<file path="src/rtl/bit_mux_pkg.sv">
// Shared constants and helpers for the bit-select mux tree.
package bit_mux_pkg;

  localparam int unsigned LEAF_WIDTH = 8;
  localparam int unsigned ROOT_FANIN = 4;

  // Number of 8:1 leaves needed to cover a data word of the given width.
  function automatic int unsigned num_leaves(input int unsigned width);
    return width / LEAF_WIDTH;
  endfunction

endpackage

</file>
<file path="src/rtl/mux4to1.sv">
// Combinational 4:1 single-bit mux; building block for leaves and root.
module mux4to1 (
  input  logic [3:0] in,
  input  logic [1:0] sel,
  output logic       out
);

  always_comb begin
    out = 1'b0;
    case (sel)
      2'd0:    out = in[0];
      2'd1:    out = in[1];
      2'd2:    out = in[2];
      default: out = in[3];
    endcase
  end

endmodule

</file>
<file path="src/rtl/bit_select_mux.sv">
// Selects in_data[sel] through an 8:1 leaf / 4:1 root mux tree, with a
// registered copy and valid flag for pipelined read paths.
module bit_select_mux
  import bit_mux_pkg::*;
#(
  parameter int unsigned WIDTH = 32
) (
  input  logic                     clk,
  input  logic                     reset,
  input  logic [WIDTH-1:0]         in_data,
  input  logic [$clog2(WIDTH)-1:0] sel,
  input  logic                     in_valid,
  output logic                     out_comb,
  output logic                     out_q,
  output logic                     out_valid
);

  localparam int unsigned SEL_W  = $clog2(WIDTH);
  localparam int unsigned NLEAF  = num_leaves(WIDTH);
  localparam int unsigned ROOT_W = SEL_W - 3;
  localparam int unsigned NLV    = (ROOT_W + 1) / 2;

  logic [NLEAF-1:0] leaf_y;

  // Each 8:1 leaf is two 4:1 halves joined on sel[2].
  for (genvar k = 0; k < NLEAF; k++) begin : g_leaf
    logic lo_y;
    logic hi_y;

    mux4to1 u_lo (
      .in  (in_data[LEAF_WIDTH*k +: 4]),
      .sel (sel[1:0]),
      .out (lo_y)
    );

    mux4to1 u_hi (
      .in  (in_data[LEAF_WIDTH*k + 4 +: 4]),
      .sel (sel[1:0]),
      .out (hi_y)
    );

    assign leaf_y[k] = sel[2] ? hi_y : lo_y;
  end

  // Root: 4:1 levels on successive sel bit pairs, 2:1 last level if one bit is left.
  if (NLV == 0) begin : g_no_root
    assign out_comb = leaf_y[0];
  end else begin : g_root
    for (genvar l = 0; l < NLV; l++) begin : g_lvl
      localparam int unsigned BITS = ((ROOT_W - 2*l) >= 2) ? 2 : 1;
      localparam int unsigned NIN  = NLEAF >> (2*l);
      localparam int unsigned NOUT = NIN >> BITS;

      logic [NIN-1:0]  x;
      logic [NOUT-1:0] y;

      if (l == 0) begin : g_src_leaf
        assign x = leaf_y;
      end else begin : g_src_lvl
        assign x = g_lvl[l-1].y;
      end

      for (genvar j = 0; j < NOUT; j++) begin : g_node
        if (BITS == 2) begin : g_m4
          mux4to1 u_m4 (
            .in  (x[ROOT_FANIN*j +: ROOT_FANIN]),
            .sel (sel[3 + 2*l +: 2]),
            .out (y[j])
          );
        end else begin : g_m2
          assign y[j] = sel[3 + 2*l] ? x[2*j + 1] : x[2*j];
        end
      end
    end

    assign out_comb = g_lvl[NLV-1].y[0];
  end

  // Capture register; in_valid=0 keeps the last bit but drops valid.
  always_ff @(posedge clk or posedge reset) begin
    if (reset) begin
      out_q     <= 1'b0;
      out_valid <= 1'b0;
    end else if (in_valid) begin
      out_q     <= out_comb;
      out_valid <= 1'b1;
    end else begin
      out_valid <= 1'b0;
    end
  end

endmodule

</file>
<file path="config.mk">
export PLATFORM = sky130hd
export DESIGN_NAME = bit_select_mux
export DESIGN_NICKNAME = d
export VERILOG_FILES = /design/src/rtl/bit_mux_pkg.sv /design/src/rtl/mux4to1.sv /design/src/rtl/bit_select_mux.sv
export SDC_FILE = /design/constraint.sdc
export NUM_CORES = 1
export LEC_CHECK = 0
export CAP_MARGIN = 20
export CORE_ASPECT_RATIO = 1.1
export CORE_MARGIN = 2
export CORE_UTILIZATION = 25
export CTS_BUF_LIST = sky130_fd_sc_hd__clkbuf_4
export CTS_CLUSTER_SIZE = 28
export DETAILED_ROUTE_END_ITERATION = 8
export PLACE_DENSITY_LB_ADDON = 0.1
export REMOVE_ABC_BUFFERS = 1
export SLEW_MARGIN = 20
export SYNTH_ARGS = -nofsm -noshare
export SYNTH_HDL_FRONTEND = slang
export SYNTH_SLANG_ARGS = --single-unit
</file>
<file path="constraint.sdc">
create_clock -name clk -period 1.48 [get_ports clk]
set_input_delay 0.148 -clock clk [delete_from_list [all_inputs] [get_ports clk]]
set_output_delay 0.148 -clock clk [all_outputs]
set_load 0.01 [all_outputs]
</file>
==> results of run 1 <==
-- synth_stat cells (2+ instances only) --
cell type  number
inv_1           3
o211ai_1        2
mux4_1          4
mux2_2          4
nand2b_1        2
nand3_1         2
buf_2           2
nor2b_1         2
nand2_1         5
a21oi_1         2
dfrtp_1         2
-- power breakdown --
group	total, uW	internal (uW)	switching [uW]
Sequential	62.3	60.3	1.95
Clock	123	89.7	33.4
Combinational	247	168	78.0
-- what timing repair did --
action,in CTS,in global routing
gates resized for setup,87,2
pin swaps,11,0
setup endpoints to repair,2,2
setup buffers,1,0
-- stage by stage --
stage	TNS (ns)	power [uW]	utilization, %	area (sq um)
after floorplan	0	134	-	373
after global placement	-1.98	290	57.5	875
after detailed placement	-2.04	292	57.5	875
after CTS	-0.218	434	59.8	910
after global routing	-0.299	462	60.4	918
final	-0.215	432	60.4	918
-- area by class of cell --
| type | count | area, sq um | area share [%] |
|---|---|---|---|
| clock buffer | 3 | 22.5 | 2.45 |
| inverter | 3 | 11.3 | 1.23 |
| multi-input combinational | 34 | 360 | 39.2 |
| sequential | 2 | 50.0 | 5.45 |
| tap | 17 | 21.3 | 2.32 |
| timing repair buffer | 51 | 453 | 49.3 |
-- state kept, by name, indices dropped and copies added, names as in the netlist --
signal / flops
out_valid: 1
out_q: 1
-- cell families after synthesis --
group                  share of synthesized area (%)
buffers and inverters                           8.25
and+or+nand+nor                                 18.1
muxes                                           38.1
DFF                                             12.7
AOI/OAI and AO/OA                               22.9
-- critical path: stages --
cell             delay, ns
clkdlybuf4s50_1       0.40
a21o_1                0.18
nand2_1               0.07
a41oi_2               0.12
or3_4                 0.35
and2_4                0.17
buf_6                 0.11
-- worst min path at each step --
stage	cells after the start	start	slack, ns	end
global placement	2	reset	0.31	out_valid$_DFF_PP0_
CTS	2	reset	0.07	out_valid$_DFF_PP0_
floorplan	1	reset	-0.11	out_q$_DFFE_PP0P_
detailed placement	2	reset	0.31	out_q$_DFFE_PP0P_
global route	2	reset	0.11	out_q$_DFFE_PP0P_
finish	2	reset	0.07	out_valid$_DFF_PP0_
-- routing by layer --
metal	up-vias	track usage [%]	part of all wire (%)
met5	-	0	0
met3	2	3.17	8.9
li1	269	-	-
met4	0	7.74	0.39
met1	237	15.8	36
met2	32	27.5	55
==> implementation parameters, run 1 <==
Parameter                              Value

Outcome
  Result of the run ... finished, violations left
  Violated checks ... setup timing

Worst setup path
  Arrival @ worst endpoint ... 1.55 ns
  Startpoint of the lowest-slack register-to-register path ... out_q$_DFFE_PP0P_
  Required time of the critical path ... 1.33 ns
  Reg2reg path depth ... 2
  Maximum net fanout on the critical path ... 2
  Crit Path Category ... in2out
  Startpoint class of the critical path ... primary input
  End of the worst register-to-register path ... out_q$_DFFE_PP0P_
  Setup slack of the most critical reg-to-reg path ... 0.70 ns
  Worst Setup End Kind ... output pin
  Capturing instance or port of the critical path ... out_comb
  Critical path startpoint ... in_data[13]

Placement
  Post-Place Worst Slack ... -1.20 ns
  Number of cells after detailed placement ... 106
  Gpl congestion ... 0.744
  Number of buffer cells added on primary ports ... 42
  HPWL after detailed placement ... 1030 um

STA
  Final number of hold-violating endpoints ... 0
  Max Transition Viols Final ... 0
  Worst Hold Margin ... 0.0737 ns
  Max Clock Freq ... 0.590 GHz
  Worst slew pin tran ... 0.375 ns
  Setup Viol. Count Final ... 1
  Worst-case clock skew ... 0 ns
  Shortest clock period the worst path allows after layout ... 1.69 ns
  Setup slack of the critical path after layout ... -0.215 ns
  Worst relative slew slack ... 74.8%
  Unrepaired setup endpoints after global routing ... true
  Crit share post-route ... 115%

Logic synthesis
  Warnings, synthesis ... 0
  Syn Std Cell Area ... 394 sq um
  Cells taking the most area after synthesis ... mux4_1 (27%), dfrtp_1 (13%), mux2_2 (11%), nand2_1 (4.8%), o211ai_1 (3.8%)
  Synthesized flop and latch total ... 2
  Count of distinct cell types in the synthesized netlist ... 23
  Post-synthesis async set-or-reset flop share ... 100%
  EDFF count, synth ... 0
  Gate count of the mapped netlist ... 42
  Mean instance size in the synthesized netlist ... 9.38 sq um
  Fraction of post-synthesis cell area in the top cell type by area ... 26.7%
  Share of synthesized area occupied by flip-flops and latches ... 12.7%
  Primary flip-flop cell chosen by synthesis mapping ... dfrtp_1
  Cell accounting for the most synthesized area ... mux4_1

Clock network
  TritonCTS clock tree ... done
  CTS Hold Bufs ... 0
  Worst-skew pair later-pin latency ... 0.22 ns
  Number of sinks handled by clock tree synthesis ... 2
  Clock buffer count from CTS ... 3
  Max H-tree Level ... 1
  Clock transition at the registers of the reported paths ... 0.03 ns
  Master cell of the clock root buffer ... clkbuf_4
  Maximum clock path buffer count ... 2

Power
  Worst IR Drop VDD ... 0.000244 V
  Static Leakage ... 0.000410 uW
  PD cells ... 470 nW/um^2

Floorplanning
  IO Count ... 43
  Cell row count ... 15
  Total die area ... 1910 sq um
  Height of the die ... 45.6 um
  Floorplan Core Area ... 1520 sq um
  Die width ... 41.9 um
  Initial standard-cell utilization of the core ... 25.9%

Detailed routing
  Via density per instance ... 4.91
  Initial DRT Pass Iterations ... 4
  Number of vias in the routed layout ... 540
  Total Routed Length ... 1280 um
  DRC ... 0
  Drt initial violations ... 2
  Number of routed nets with antenna violations ... 0
  Routed length per placed instance ... 11.6 um

GRT
  Wire length of the first global-routing pass ... 2160 um
  Initial antenna violation count ... 0
  Pin count of the biggest net entering global routing ... 9
  Global-route usage over all layers ... 14.7%
  Vias in the first global route ... 574
  GR Overflow Total ... 0

Finish
  Diodes inserted ... 0
  Most frequent cells in the layout ... clkdlybuf4s50_1 (15), buf_2 (10), clkdlybuf4s15_1 (9)
  Filler Cell Count ... 147
  Layout Nets ... 135
  Most common cell after layout, fill and taps aside ... clkdlybuf4s50_1
  Fraction of final layout cells with drive strength greater than 1 ... 44.1%
  Post-route non-filler standard cell count ... 110
  Syn-to-layout area delta ... 133%

Worst hold path
  Class of the worst hold path ... in2async

Job
  Max-cap viol count ... 0
Power figures use the tool's default switching activity.
==> run 2, diff against run 1 <==
--- a/config.mk
+++ b/config.mk
@@ -14,7 +14,6 @@
 export DETAILED_ROUTE_END_ITERATION = 8
 export PLACE_DENSITY_LB_ADDON = 0.1
 export REMOVE_ABC_BUFFERS = 1
-export SLEW_MARGIN = 20
 export SYNTH_ARGS = -nofsm -noshare
 export SYNTH_HDL_FRONTEND = slang
 export SYNTH_SLANG_ARGS = --single-unit
==> results of run 2 <==
Same layout as run 1: the final DEF is identical, and so are final timing and power.
